$ cat src/rtl/io_port_pkg.sv
// rtl/io_port_pkg.sv - shared defaults and lowest-set-bit select for io_port_ctrl
package io_port_pkg;

    localparam int NUIOIN_DEF = 4;
    localparam int NUIOOU_DEF = 4;
    localparam int NBIN_DEF   = 19;
    localparam int NBOUT_DEF  = 28;
    localparam int DEPTH_DEF  = 4;

    // Index of the lowest set bit, or -1 when no bit is set. Used to reduce
    // (illegal) multi-hot strobes to a single serviced port.
    function automatic int lsb_index(input logic [31:0] v);
        int idx;
        idx = -1;
        for (int i = 31; i >= 0; i--) begin
            if (v[i]) idx = i;
        end
        return idx;
    endfunction

endpackage

$ cat src/rtl/port_fifo.sv
// rtl/port_fifo.sv - first-word-fall-through sample FIFO for one input port
// Ports: clk, rst (async active-low), push/wdata write side,
//        pop/rdata read side (rdata is the current head), full, empty.
module port_fifo #(
    parameter int NBIN  = 19,
    parameter int DEPTH = 4
) (
    input  logic            clk,
    input  logic            rst,
    input  logic            push,
    input  logic [NBIN-1:0] wdata,
    input  logic            pop,
    output logic [NBIN-1:0] rdata,
    output logic            full,
    output logic            empty
);

    localparam int AW = $clog2(DEPTH);

    // One extra pointer bit distinguishes full from empty when the
    // address bits coincide.
    logic [AW:0]     wr_ptr;
    logic [AW:0]     rd_ptr;
    logic [NBIN-1:0] mem [DEPTH];

    assign empty = (wr_ptr == rd_ptr);
    assign full  = (wr_ptr[AW] != rd_ptr[AW]) && (wr_ptr[AW-1:0] == rd_ptr[AW-1:0]);
    assign rdata = mem[rd_ptr[AW-1:0]];

    always_ff @(posedge clk or negedge rst) begin
        if (!rst) begin
            wr_ptr <= '0;
            rd_ptr <= '0;
        end else begin
            if (push && !full)  wr_ptr <= wr_ptr + 1'b1;
            if (pop  && !empty) rd_ptr <= rd_ptr + 1'b1;
        end
    end

    // Storage carries no reset: pointer reset alone makes the contents invisible.
    always_ff @(posedge clk) begin
        if (push && !full) mem[wr_ptr[AW-1:0]] <= wdata;
    end

endmodule

$ cat src/rtl/io_port_ctrl.sv
// rtl/io_port_ctrl.sv - I/O port controller between sample streams and core port strobes
// Ports: clk, rst (async active-low); s_data/s_valid/s_ready input streams;
//        req_in/io_in core input read; out_en/io_out core output write;
//        m_data/m_valid/m_ready output drain; clr_err, underflow, overflow flags.
module io_port_ctrl
    import io_port_pkg::*;
#(
    parameter int NUIOIN = NUIOIN_DEF,
    parameter int NUIOOU = NUIOOU_DEF,
    parameter int NBIN   = NBIN_DEF,
    parameter int NBOUT  = NBOUT_DEF,
    parameter int DEPTH  = DEPTH_DEF
) (
    input  logic                     clk,
    input  logic                     rst,
    input  logic [NUIOIN*NBIN-1:0]   s_data,
    input  logic [NUIOIN-1:0]        s_valid,
    output logic [NUIOIN-1:0]        s_ready,
    input  logic [NUIOIN-1:0]        req_in,
    output logic [NBIN-1:0]          io_in,
    input  logic [NUIOOU-1:0]        out_en,
    input  logic [NBOUT-1:0]         io_out,
    output logic [NUIOOU*NBOUT-1:0]  m_data,
    output logic [NUIOOU-1:0]        m_valid,
    input  logic [NUIOOU-1:0]        m_ready,
    input  logic                     clr_err,
    output logic [NUIOIN-1:0]        underflow,
    output logic [NUIOOU-1:0]        overflow
);

    logic [NUIOIN-1:0] full;
    logic [NUIOIN-1:0] empty;
    logic [NUIOIN-1:0] push;
    logic [NUIOIN-1:0] pop;
    logic [NUIOIN-1:0] sel_in;
    logic [NUIOOU-1:0] sel_out;
    logic [NUIOIN-1:0] uf_set;
    logic [NUIOOU-1:0] of_set;
    logic [NBIN-1:0]   head [NUIOIN];
    int                in_idx;
    int                out_idx;

    assign in_idx  = lsb_index(32'(req_in));
    assign out_idx = lsb_index(32'(out_en));

    always_comb begin
        sel_in  = '0;
        sel_out = '0;
        for (int k = 0; k < NUIOIN; k++) if (in_idx == k)  sel_in[k]  = 1'b1;
        for (int k = 0; k < NUIOOU; k++) if (out_idx == k) sel_out[k] = 1'b1;
    end

    // s_ready ignores a same-cycle pop, so a full FIFO always refuses.
    assign s_ready = {NUIOIN{rst}} & ~full;
    assign push    = s_valid & s_ready;
    assign pop     = sel_in & ~empty;
    assign uf_set  = sel_in & empty;

    for (genvar k = 0; k < NUIOIN; k++) begin : g_fifo
        port_fifo #(.NBIN(NBIN), .DEPTH(DEPTH)) u_fifo (
            .clk   (clk),
            .rst   (rst),
            .push  (push[k]),
            .wdata (s_data[k*NBIN +: NBIN]),
            .pop   (pop[k]),
            .rdata (head[k]),
            .full  (full[k]),
            .empty (empty[k])
        );
    end

    // Empty or unselected ports read as zero.
    always_comb begin
        io_in = '0;
        for (int k = 0; k < NUIOIN; k++) begin
            if (pop[k]) io_in = head[k];
        end
    end

    // A capture consumes the old value when the sink is ready in the same cycle.
    assign of_set = sel_out & m_valid & ~m_ready;

    always_ff @(posedge clk or negedge rst) begin
        if (!rst) begin
            m_data    <= '0;
            m_valid   <= '0;
            underflow <= '0;
            overflow  <= '0;
        end else begin
            for (int k = 0; k < NUIOOU; k++) begin
                if (sel_out[k]) begin
                    m_data[k*NBOUT +: NBOUT] <= io_out;
                    m_valid[k]               <= 1'b1;
                end else if (m_ready[k]) begin
                    m_valid[k] <= 1'b0;
                end
            end
            // New events win over a coincident clear.
            underflow <= (clr_err ? '0 : underflow) | uf_set;
            overflow  <= (clr_err ? '0 : overflow)  | of_set;
        end
    end

endmodule

$ cat config.mk
export PLATFORM = sky130hd
export DESIGN_NAME = io_port_ctrl
export DESIGN_NICKNAME = d
export VERILOG_FILES = /design/src/rtl/io_port_pkg.sv /design/src/rtl/port_fifo.sv /design/src/rtl/io_port_ctrl.sv
export SDC_FILE = /design/constraint.sdc
export NUM_CORES = 1
export LEC_CHECK = 0
export BUFFER_PORTS_ARGS = -buffer_cell sky130_fd_sc_hd__buf_2
export CORE_UTILIZATION = 35
export DETAILED_ROUTE_END_ITERATION = 6
export PLACE_DENSITY = 0.57
export SKIP_CTS_REPAIR_TIMING = 1
export SLEW_MARGIN = 20
export SYNTH_ARGS = -nofsm -noshare
export SYNTH_HDL_FRONTEND = slang
export SYNTH_SLANG_ARGS = --single-unit
$ cat constraint.sdc
create_clock -name clk -period 4 [get_ports clk]
set_input_delay 0 -clock clk [delete_from_list [all_inputs] [get_ports clk]]
set_output_delay 0 -clock clk [all_outputs]
set_load 0.01 [all_outputs]
=== Yosys cells after proc, flatten, opt, wreduce, memory -nomap -nowiden ===
Memory sizes are Yosys's and may differ from the RTL's.
Index checks and enable logic that the tools add are counted.

* Register bits after elaboration: 148
* Memory bits (writable): 304
* Input port bits: 123
* Output and inout bits: 147
* Logic and storage cells: 123
* Memories: 4

{| class="wikitable"
|+ Memories
! memory !! depth !! width !! rd ports !! clocked after memory_dff !! wr ports !! line !! text
|-
| g_fifo[0].u_fifo.mem || 4 || 19 || 1 || 0 || 1 || port_fifo.sv:24 || <nowiki>logic [NBIN-1:0] mem [DEPTH];</nowiki>
|-
| g_fifo[1].u_fifo.mem || 4 || 19 || 1 || 0 || 1 || port_fifo.sv:24 ||
|-
| g_fifo[2].u_fifo.mem || 4 || 19 || 1 || 0 || 1 || port_fifo.sv:24 ||
|-
| g_fifo[3].u_fifo.mem || 4 || 19 || 1 || 0 || 1 || port_fifo.sv:24 ||
|}

* $add $sub $neg: 8
* Equality and inequality tests: 18
* Multiplexer cells: 38
* Bitwise operators: 11
* Reductions and logical operators: 26

{| class="wikitable"
|+ Operator list
! operator !! count
|-
| $mux 32 || 8
|-
| $eq 32x3->1 const B || 4
|-
| $mux 19 || 4
|-
| $eq 32x2->1 const B || 2
|-
| $logic_not 32->1 || 2
|-
| $add 3x1->3 const B || 8
|-
| $and 4x4->4 || 6
|-
| $mux 1 || 24
|-
| $eq 3x3->1 || 4
|-
| $logic_and 1x1->1 || 12
|-
| $not 4->4 || 3
|-
| $eq 2x2->1 || 4
|-
| $logic_not 1->1 || 8
|-
| $mux 4 || 2
|-
| $or 4x4->4 || 2
|-
| $reduce_bool 2->1 || 4
|-
| $ne 1x1->1 || 4
|}

=== Longest topological paths before layout ===
Gate-level depths: netlist of the first run.

* Depth in word-level cells: 11
* Depth in mapped cells: 7
* Gate-level depth less buffers: 4

=== Modules after synthesis ===
Synthesis of the first run repeated with hierarchy kept, for this count alone.

* Cell total of the unflattened synthesis: 969
* Area total of the unflattened synthesis: 18365.1 um^2

{| class="wikitable"
|+ Modules (own cells, without submodules)
! module !! times used !! cells each !! area an instance (um^2) !! sequential area each (um^2)
|-
| port_fifo (g_fifo[1].u_fifo ...) || 3 || 149 || 3258.1 || 2432.3
|-
| io_port_ctrl || 1 || 372 || 5373.9 || 3103.0
|-
| port_fifo (g_fifo[0].u_fifo) || 1 || 150 || 3216.8 || 2432.3
|}

=== Worst setup path before layout of the first run ===
Ideal clock, no wire load.

* Path type: flip-flop to flip-flop
* Start: reg g_fifo[2].u_fifo.wr_ptr[0]
* End: mem g_fifo[2].u_fifo.mem[3][0] (enable)
* Arrival: 1.574 ns
* Data required time: 3.621 ns
* Slack: 2.048 ns
* Stages on the path, launching flop included: 4
* Buffers on the path: 0
* Period minus slack after synthesis: 1.952 ns
* Cell sequence: dfrtp_1 -> xnor2_1 -> a31oi_2 -> and3_1

* Cells in the longest elaborated chain, start to end: 8
* Elaborated cells on any way between the ends: 9
* Those cells by class: eq/ne: 1; mux: 2; bitwise: 3; reduce/logical: 3

{| class="wikitable"
|+ Ends and longest elaborated chain
! what !! line !! text
|-
| from (decl) || port_fifo.sv:22 || <nowiki>logic [AW:0] wr_ptr;</nowiki>
|-
| from (signal assigned) || port_fifo.sv:35 || <nowiki>if (push && !full) wr_ptr <= wr_ptr + 1'b1;</nowiki>
|-
| $eq 2x2->1 || port_fifo.sv:27 || <nowiki>assign full = (wr_ptr[AW] != rd_ptr[AW]) && (wr_ptr[AW-1:0] == rd_ptr[AW-1:0]);</nowiki>
|-
| $logic_and 1x1->1 || port_fifo.sv:27 ||
|-
| $not 4->4 || io_port_ctrl.sv:54 || <nowiki>assign s_ready = {NUIOIN{rst}} & ~full;</nowiki>
|-
| $and 4x4->4 || io_port_ctrl.sv:54 ||
|-
| named net s_ready[2] || io_port_ctrl.sv:18 || <nowiki>output logic [NUIOIN-1:0] s_ready,</nowiki>
|-
| $and 4x4->4 || io_port_ctrl.sv:55 || <nowiki>assign push = s_valid & s_ready;</nowiki>
|-
| $logic_and 1x1->1 || port_fifo.sv:42 || <nowiki>if (push && !full) mem[wr_ptr[AW-1:0]] <= wdata;</nowiki>
|-
| $mux 1 || port_fifo.sv:42 ||
|-
| $mux 1 (not written as such) || port_fifo.sv:42 ||
|-
| to (decl) || port_fifo.sv:24 ||
|}

The timed path passes the listed nets, and every way through them passes these cells.

=== Final worst setup path of the first run ===
* Start: reg g_fifo[2].u_fifo.rd_ptr[0]
* End: out io_in[18]

* Cells in the longest elaborated chain, start to end: 5
* Elaborated cells on any way between the ends: 6
* Those cells by class: eq/ne: 1; mux: 2; bitwise: 2; memory: 1

{| class="wikitable"
|+ Ends and longest elaborated chain
! what !! line !! text
|-
| from (decl) || port_fifo.sv:23 || <nowiki>logic [AW:0] rd_ptr;</nowiki>
|-
| from (signal assigned) || port_fifo.sv:36 || <nowiki>if (pop && !empty) rd_ptr <= rd_ptr + 1'b1;</nowiki>
|-
| $eq 3x3->1 || port_fifo.sv:26 || <nowiki>assign empty = (wr_ptr == rd_ptr);</nowiki>
|-
| $not 4->4 || io_port_ctrl.sv:56 || <nowiki>assign pop = sel_in & ~empty;</nowiki>
|-
| $and 4x4->4 || io_port_ctrl.sv:56 ||
|-
| $mux 19 * (2 in a row) || io_port_ctrl.sv:76 || <nowiki>if (pop[k]) io_in = head[k];</nowiki>
|-
| to (decl) || io_port_ctrl.sv:20 || <nowiki>output logic [NBIN-1:0] io_in,</nowiki>
|}

Mark *: on every way between the ends. The rest lies on a longest branch, timed or not.

==> flow_summary.toml, run 1 <==
[worst_setup_path]
max_stage_delay_ns = 0.84
crit_type = "reg -> out"
arrival_ns = 2.96
path_max_fanout = 12
startpoint_type = "register"
path_cells = "buf_4, mux4_2, o22ai_1, a31oi_1, buf_2"
critPathSlowestCell = "dfrtp_1"
cp.buffers_inverters = 2
end_kind = "primary output"
required_ns = 4.00
rrSetupSlack_ns = 1.36
startpoint = "g_fifo[2].u_fifo.rd_ptr[0]"
r2r_start = "g_fifo[2].u_fifo.rd_ptr[0]"
crit_family = "flip-flops"

[power]
p_per_area_mw_per_mm2 = 640
ir_drop_v = 0.000336
power.leakage_uw = 0.00879

[cells_and_area]
layout.nets = 1496
fin_util_pct = 45.8
nFillCells = 4338
final_cells = 2058
final_common_cell = "edfxtp_1"
drive_above_1_share_pct = 39.0
stdcell_area_mm2 = 0.0225
layout_common_cells = "edfxtp_1, buf_2, dfrtp_1"
area_growth_pct = 28.7

[sta]
max_freq_mhz = 338
slew_violations = 0
rsz0062_at_grt = "false"
fin_skew_ns = 0.0188
setup_tns_ns = 0
maxSlewHeadroom_pct = 26.7
hold_viol = 0
timing.final.crit_period_ns = 2.96
tightest_slew_ns = 1.10
fin_crit_sh_pct = 74.0
finalSetupViolCount = 0

[clocking]
path_clk_slew_ns = 0.06
cts_tree = "yes"
numCtsBuffers = 48
clk_path_buf_depth = 3
insertion_delay_ns = 0.59
cts-root-buf = "clkbuf_16"
htree_levels = 2
clock-sinks = 452

[place]
hpwl_um = 29300
place_congestion = 0.769
post_dp_cell_area_mm2 = 0.0197
portBuffers = 269
dp_cells = 1849

[detailed_routing]
first_pass_iters = 5
wl_per_cell_um = 21.3
antenna_left = 0
vias_per_cell = 4.77
finalWirelength_um = 43800
drtIter0Drc = 561
vias = 9819
drc = 0

[worst_hold_path]
hp-class = "in -> reg"
worst_hold_startpoint = "out_en[2]"

[logic_synthesis]
synth_warnings = 0
syn_area_per_cell_um2 = 18.8
syn-cell-area_mm2 = 0.0175
yosysSeqAreaShare_pct = 73.5
synthArstFlopShare_pct = 32.7
synth_ff_type = "edfxtp_1"
ys_ff_latch = 452
synth.distinct_cells = 33
post_synth_inst_count = 928
synth.net_count = 1071
synth_edf_count = 304

[grt]
antenna_found_initial = 5
track_usage_pct = 17.2
grt-ovfl-total = 0
grt_pass1_wl_um = 63800
grt_start_max_net_pins = 76
grt_pass1_vias = 10066

[die]
initial_core_util_pct = 35.6
core_area_mm2 = 0.0491
die-area_mm2 = 0.0508
fp-row-count = 81
dieHeight_um = 225
die_width_um = 225
io_pins = 270

[job]
maxCapViolCount = 0

[status]
status = "finished clean"
area by class of cell:
type	instances	area [um2]	area share (%)
Clock buffer	61	1280	5.70
Clock inverter	26	310	1.38
Tap cell	664	831	3.70
Antenna cell	4	10.0	0.0445
Multi-Input combinational cell	425	4430	19.7
Inverter	13	48.8	0.217
Timing Repair Buffer	413	2740	12.2
Sequential cell	452	12800	57.1
worst paths after layout:
path / to / cells after the start
worst min-delay path: m_valid[3] / 4
min in group asynchronous: m_data[78] / 3
worst max register to register: g_fifo[2].u_fifo.mem[3][18] / 4
worst max-delay path: io_in[18] / 5
worst min register to register: m_data[60] / 2
max in group asynchronous: m_data[10] / 4
synth_stat cells (2+ instances only):
cell / number / share of area, %
and3_1: 16 / 0.57
o22ai_1: 4 / 0.14
a32o_1: 2 / 0.11
a21o_1: 2 / 0.086
a22oi_1: 31 / 1.3
xor2_1: 10 / 0.50
clkbuf_1: 17 / 0.37
xnor2_1: 22 / 1.1
a31oi_1: 4 / 0.14
o2bb2ai_1: 6 / 0.30
a31oi_4: 2 / 0.24
ha_1: 20 / 1.4
nand2_1: 116 / 2.5
mux2_2: 91 / 5.9
buf_2: 19 / 0.54
nor2_1: 2 / 0.043
a31o_2: 2 / 0.10
nand2b_1: 3 / 0.11
inv_1: 13 / 0.28
dfrtp_1: 148 / 21
edfxtp_1: 304 / 52
nand3_1: 4 / 0.11
a31oi_2: 5 / 0.36
mux4_2: 76 / 9.8
through the flow:
step	total power, uW	setup slack [ns]	hold WS [ns]
after floorplan	8490	2.05	-0.296
after global placement	9890	1.43	-0.188
after detailed placement	9960	1.29	-0.183
after CTS	14500	0.917	-0.832
after global routing	15100	0.875	0.00712
final	14400	1.04	0.00538
power breakdown:
group / switching [uW] / internal, uW
logic: 2110 / 1700
clock network: 1840 / 2670
registers: 343 / 5730
total: 4290 / 10100
state kept, by name (all words and copies together) (netlist names):
register              flops
overflow                  4
g_fifo.u_fifo.wr_ptr     12
g_fifo.u_fifo.rd_ptr     12
m_valid                   4
m_data                  112
g_fifo.u_fifo.mem       304
underflow                 4
metal layers:
layer | share of wire [%] | global-route usage, % | vias to the layer above
met4 | 2.3 | 5.38 | 2
met5 | 0.030 | 0 | -
met1 | 42 | 21.9 | 4976
li1 | - | - | 4440
met2 | 48 | 28.1 | 327
met3 | 7.0 | 5.08 | 74
worst reg2reg max path: cells and delay by family, from the launching register on:
kind | cells | cell delay [ns]
simple gates | 1 | 0.57
xor+xnor | 1 | 0.29
buf+inv | 1 | 0.30
flops | 1 | 0.84
compound gates | 1 | 0.35
cells by family (layout without fill, tap and decap cells):
family / Yosys count / after routing / share of synthesized area, %
buffers and inverters: 51 / 513 / 1.30
adder cells (fa/ha/maj): 20 / 20 / 1.43
multiplexers: 168 / 168 / 15.7
other: 0 / 4 / 0
AND/OR/NAND/NOR: 146 / 146 / 3.64
AO/OA/AOI/OAI: 59 / 59 / 2.85
flip-flops: 452 / 452 / 73.5
XOR/XNOR: 32 / 32 / 1.60
No activity file was read; power rests on OpenSTA's default activity.
==> run 2: changes to the inputs <==
--- a/config.mk
+++ b/config.mk
@@ -5,10 +5,11 @@
 export SDC_FILE = /design/constraint.sdc
 export NUM_CORES = 1
 export LEC_CHECK = 0
+export ABC_AREA = 1
 export BUFFER_PORTS_ARGS = -buffer_cell sky130_fd_sc_hd__buf_2
 export CORE_UTILIZATION = 35
 export DETAILED_ROUTE_END_ITERATION = 6
-export PLACE_DENSITY = 0.57
+export PLACE_DENSITY = 0.58
 export SKIP_CTS_REPAIR_TIMING = 1
 export SLEW_MARGIN = 20
 export SYNTH_ARGS = -nofsm -noshare
==> constraint.sdc (replaced) <==
create_clock -name clk -period 2.45 [get_ports clk]
set_input_delay 0 -clock clk [delete_from_list [all_inputs] [get_ports clk]]
set_output_delay 0 -clock clk [all_outputs]
set_load 0.01 [all_outputs]
==> run 2 against run 1 <==
Against the previous run:
- register-to-register slack got worse by 0.88 ns
- hold slack got worse by 0.022 ns
- synthesized cell count rose by 100%
- power rose by 71%
- cell area rose by 7.8%
- highest routed layer is now met4
- final cell count rose by 47%
- combinational power rose by 99%
- clock skew rose by 0.029 ns
- via count rose by 45%
- the run now ends with hold timing left
- critical path type unchanged
- count of clock-buffer cells in the layout rose by 5
- worst setup slack got worse by 0.98 ns
==> flow_summary.toml, run 2 <==
[cells_and_area]
final_cells = 3018
area_growth_pct = 25.8
layout.nets = 2426
largest_reg_flops = 304
drive_above_1_share_pct = 17.7
layout_common_cells = "nand2_1, inv_1, edfxtp_1"
final_common_cell = "nand2_1"

[power]
power_uw = 24600
ir_drop_v = 0.000654
power.leakage_uw = 0.0112
p_per_area_mw_per_mm2 = 1010

[logic_synthesis]
synth.distinct_cells = 27
synth.net_count = 2027
syn-cell-area_mm2 = 0.0193
yosysMostFrequentCell = "nand2_1"
synthTopCellsByArea = "edfxtp_1, dfrtp_1, nand2_1"
yosysTopAreaCellShare_pct = 47.4
ys_ff_latch = 452
synth_ff_type = "edfxtp_1"
synth_warnings = 0
synthTopCellsByCount = "nand2_1, inv_1, edfxtp_1"
yosys.area.top_type = "edfxtp_1"
yosysSeqAreaShare_pct = 66.6
post_synth_inst_count = 1884
synthArstFlopShare_pct = 32.7
synth_edf_count = 304
syn_area_per_cell_um2 = 10.2

[die]
io_pins = 270
fp-row-count = 85
dieHeight_um = 237
initial_core_util_pct = 35.6
core_area_mm2 = 0.0541
die_width_um = 237
die-area_mm2 = 0.0560

[sta]
finalSetupViolCount = 0
hold_viol = 1
worst_slack_ns = 0.0587
slew_violations = 0
maxSlewHeadroom_pct = 50.0
fin_skew_ns = 0.0483
max_freq_mhz = 418
fin_crit_sh_pct = 97.6
tightest_slew_ns = 0.748
timing.final.crit_period_ns = 2.39
setup_tns_ns = 0
rsz0062_at_grt = "false"
hold_ws_ns = -0.0162

[detailed_routing]
vias = 14209
first_pass_iters = 6
wl_per_cell_um = 17.1
finalWirelength_um = 51500
vias_per_cell = 4.71
antenna_left = 0
drc = 0
drtIter0Drc = 1132

[worst_setup_path]
cp.buffers_inverters = 2
startpoint = "g_fifo[3].u_fifo.rd_ptr[0]"
path_cells = "buf_4, nand2_1, nand3_1, nand2_1, nand3_1, nand4_1, buf_2"
rrSetupSlack_ns = 0.48
end_kind = "primary output"
startpoint_type = "register"
path_max_fanout = 39
required_ns = 2.45
r2r_start = "g_fifo[3].u_fifo.wr_ptr[0]"
critPathSlowestCell = "buf_4"
max_stage_delay_ns = 0.40
arrival_ns = 2.39
crit_family = "simple AND/OR/NAND/NOR gates"
crit_type = "reg -> out"

[grt]
grt-ovfl-total = 0
antenna_found_initial = 1
grt_pass1_vias = 13239
grt_start_max_net_pins = 121
track_usage_pct = 18.1
grt_pass1_wl_um = 77700

[clocking]
clk_path_buf_depth = 3
cts_tree = "yes"
clock-sinks = 452
numCtsBuffers = 49
path_clk_slew_ns = 0.06
insertion_delay_ns = 0.61
cts-root-buf = "clkbuf_16"
htree_levels = 2

[place]
hpwl_um = 35400
dp_cells = 2807
place_congestion = 0.898
portBuffers = 269
pre_cts_ws_ns = 0.501

[worst_hold_path]
hp-class = "in -> reg"
worst_hold_startpoint = "req_in[3]"

[status]
status = "finished with violations"
violations = "hold timing"

[job]
maxCapViolCount = 0
==> run 2: cell count changes in the layout (fill, tap and decap cells not counted), moves of 16 or more <==
cell	delta
nor2_1	+68
inv_1	+316
o21ai_0	+118
o21ai_1	+22
nand3_1	+191
xnor2_1	-21
nand2_1	+384
mux4_2	-76
nand4_1	+31
a22oi_1	-31
buf_4	+16
mux2_2	-91
==> run 2: cell families (layout without fill, tap and decap cells) <==
kind of cell	after synthesis	count (layout)	share of synthesized area (%)
adder cells (fa/ha/maj)	20	20	1.30
XOR/XNOR	13	13	0.689
other	0	1	0
buffers and inverters	426	863	9.10
AND/OR/NAND/NOR	806	806	17.7
flip-flops	452	452	66.6
AO/OA/AOI/OAI	167	167	4.64
==> run 2: stage by stage <==
stage	instance area, um2	util, %
after detailed placement	21400	39.5
final	24200	44.8
after global placement	21400	39.5
after global routing	24200	44.8
after CTS	23000	42.4
after floorplan	19300	-
==> run 2: cell type report <==
type,instances,area [um2]
Antenna cell,1,2.50
Clock buffer,66,1330
Multi-Input combinational cell,1006,4690
Sequential cell,452,12800
Inverter,336,1270
Timing Repair Buffer,438,2980
Tap cell,696,871
Fill cell,5091,29900
Clock inverter,23,246
==> run 2: routing by layer <==
layer,up-vias,global-route usage [%],wire [um]
met4,0,6.00,1320
met5,-,0,0
met3,76,4.86,3960
met2,501,29.9,24600
met1,6749,23.0,21600
li1,6883,-,-
==> run 2: tightest hold or removal path, cell delays in order <==
cell and delay (ns):
buf_2 0.10, nand2_1 0.05, nor2_1 0.04, buf_4 0.19
inv_1 0.07, o22ai_1 0.07
==> run 2: worst paths after layout <==
| kind | endpoint | cells past startpoint |
|---|---|---|
| max | io_in[6] | 7 |
| min | underflow[3] | 6 |
| max reg2reg | g_fifo[3].u_fifo.mem[0][17] | 7 |
| min reg2reg | m_data[37] | 2 |
| max in group asynchronous | m_data[76] | 3 |
| min in group asynchronous | g_fifo[0].u_fifo.wr_ptr[2] | 2 |
==> run 2: power by group <==
part,switching [uW],leakage (uW),internal [uW]
registers,567,0.00459,9240
logic,5110,0.00588,2460
clock network,3060,0.000769,4160
total,8740,0.0112,15900
==> run 3: changes to the inputs <==
--- a/config.mk
+++ b/config.mk
@@ -7,6 +7,7 @@
 export LEC_CHECK = 0
 export ABC_AREA = 1
 export BUFFER_PORTS_ARGS = -buffer_cell sky130_fd_sc_hd__buf_2
+export CORE_MARGIN = 2
 export CORE_UTILIZATION = 35
 export DETAILED_ROUTE_END_ITERATION = 6
 export PLACE_DENSITY = 0.58
==> run 3 against run 2 <==
Against the previous run:
- the flow now finishes without violations
- critical path depth stayed put
- core utilization is 0.079 points lower
- hold slack better by 0.025 ns
- register-to-register slack better by 0.04 ns
- final cell count hardly changed
- wire length is 0.43% higher
- worst setup slack better by 0.062 ns
- fmax is 2.6% higher
- via count is 0.23% lower
- highest routed layer unchanged
==> flow_summary.toml, run 3 (same netlist as run 2, synthesis figures left out) <==
[worst_setup_path]
crit_type = "reg -> out"
required_ns = 2.45
arrival_ns = 2.33
end_kind = "primary output"
startpoint_type = "register"
startpoint = "g_fifo[0].u_fifo.rd_ptr[1]"
r2r_start = "g_fifo[2].u_fifo.rd_ptr[1]"
path_max_fanout = 22

[grt]
grt_start_max_net_pins = 123
grt-ovfl-total = 0
track_usage_pct = 17.6
grt_pass1_wl_um = 77300
grt_pass1_vias = 13359
antenna_found_initial = 1

[detailed_routing]
antenna_left = 0
drtIter0Drc = 940
first_pass_iters = 5
finalWirelength_um = 51700
vias = 14177
drc = 0
wl_per_cell_um = 17.1
vias_per_cell = 4.69

[sta]
timing.final.crit_period_ns = 2.33
finalSetupViolCount = 0
max_freq_mhz = 429
tightest_slew_ns = 0.668
fin_crit_sh_pct = 95.1
fin_skew_ns = 0.0401
slew_violations = 0
hold_viol = 0
maxSlewHeadroom_pct = 55.5
rsz0062_at_grt = "false"

[die]
die_width_um = 239
core_area_mm2 = 0.0541
io_pins = 270
initial_core_util_pct = 35.6
die-area_mm2 = 0.0569
fp-row-count = 85
dieHeight_um = 239

[worst_hold_path]
hp-class = "in -> reg"
worst_hold_startpoint = "req_in[2]"

[power]
clock_power_share_pct = 29.2
ir_drop_v = 0.000870
power_frac_seq_pct = 39.9
switching_power_uw = 8760
cell_internal_pwr_uw = 15700
p_comb_share_pct = 30.9
power_uw = 24500
p_sw_share_pct = 35.8
power.leakage_uw = 0.0112
p_per_area_mw_per_mm2 = 1010

[job]
maxCapViolCount = 0

[clocking]
htree_levels = 2
cts-root-buf = "clkbuf_16"
path_clk_slew_ns = 0.06
clock-sinks = 452
numCtsBuffers = 50
cts_tree = "yes"
insertion_delay_ns = 0.61
clk_path_buf_depth = 3

[cells_and_area]
drive_above_1_share_pct = 17.7
nFillCells = 5096
final_cells = 3021
area_growth_pct = 25.6
final_common_cell = "nand2_1"
area.sequential_mm2 = 0.0128
layout.nets = 2426
multi_input_comb_area_mm2 = 0.00468
largest_reg_flops = 304
layout_common_cells = "nand2_1, inv_1, edfxtp_1"

[place]
place_congestion = 0.852
dp_cells = 2808
hpwl_um = 35300
portBuffers = 269

[status]
status = "finished clean"
run 3: power by group through the flow:
stage                     clock [uW]  sequential, uW  combinational [uW]
after global routing            7690            9860                8410
after global placement             0            9870                7310
final                           7150            9760                7550
after floorplan                    0            9930                4620
after detailed placement           0            9900                7380
after CTS                       7370            9760                7420
run 3: metrics by stage:
stage	TNS [ns]	hold WS (ns)	worst slack, ns	cell area (um2)	utilization [%]
6_report	0	0.00900	0.120	24200	44.7
2_1_floorplan	0	-0.296	0.318	19300	-
4_1_cts	-2.02	-0.738	-0.157	23000	42.4
5_1_grt	0	0.0232	0.00687	24200	44.7
3_3_place_gp	0	-0.0764	0.533	21400	39.5
3_5_place_dp	0	-0.0794	0.509	21400	39.5
run 3: critical path: stages (launching register included):
cell,delay [ns]
dfrtp_1,0.47
inv_4,0.20
nand2_1,0.10
nand2_2,0.11
nand3_4,0.24
nand3_1,0.18
nand4_1,0.19
buf_2,0.21
run 3: final cells by class:
type	instances	share of cell area (%)
sequential	452	53.1
multi-input combinational	1006	19.4
timing repair buffer	437	12.2
clock buffer	66	5.63
inverter	336	5.22
tap	696	3.60
clock inverter	27	0.916
antenna	1	0.0103
run 3: layer usage:
layer	share of wire, %	vias up	routed length (um)	track usage (%)
met5	0	-	0	0
met4	2.2	0	1120	4.64
met3	7.0	79	3650	4.02
met2	49	483	25100	30.2
met1	42	6732	21800	22.5
li1	-	6883	-	-
run 3: worst paths after layout:
check / slack (ns) / cells past startpoint / end
setup / recovery: 0.12 / 7 / io_in[12]
hold / removal: 0.009 / 6 / underflow[2]
setup reg to reg: 0.52 / 7 / g_fifo[2].u_fifo.mem[1][9]
hold reg to reg: 0.48 / 2 / m_data[80]
max in group asynchronous: 1.63 / 3 / m_data[54]
min in group asynchronous: 0.13 / 3 / g_fifo[0].u_fifo.rd_ptr[1]
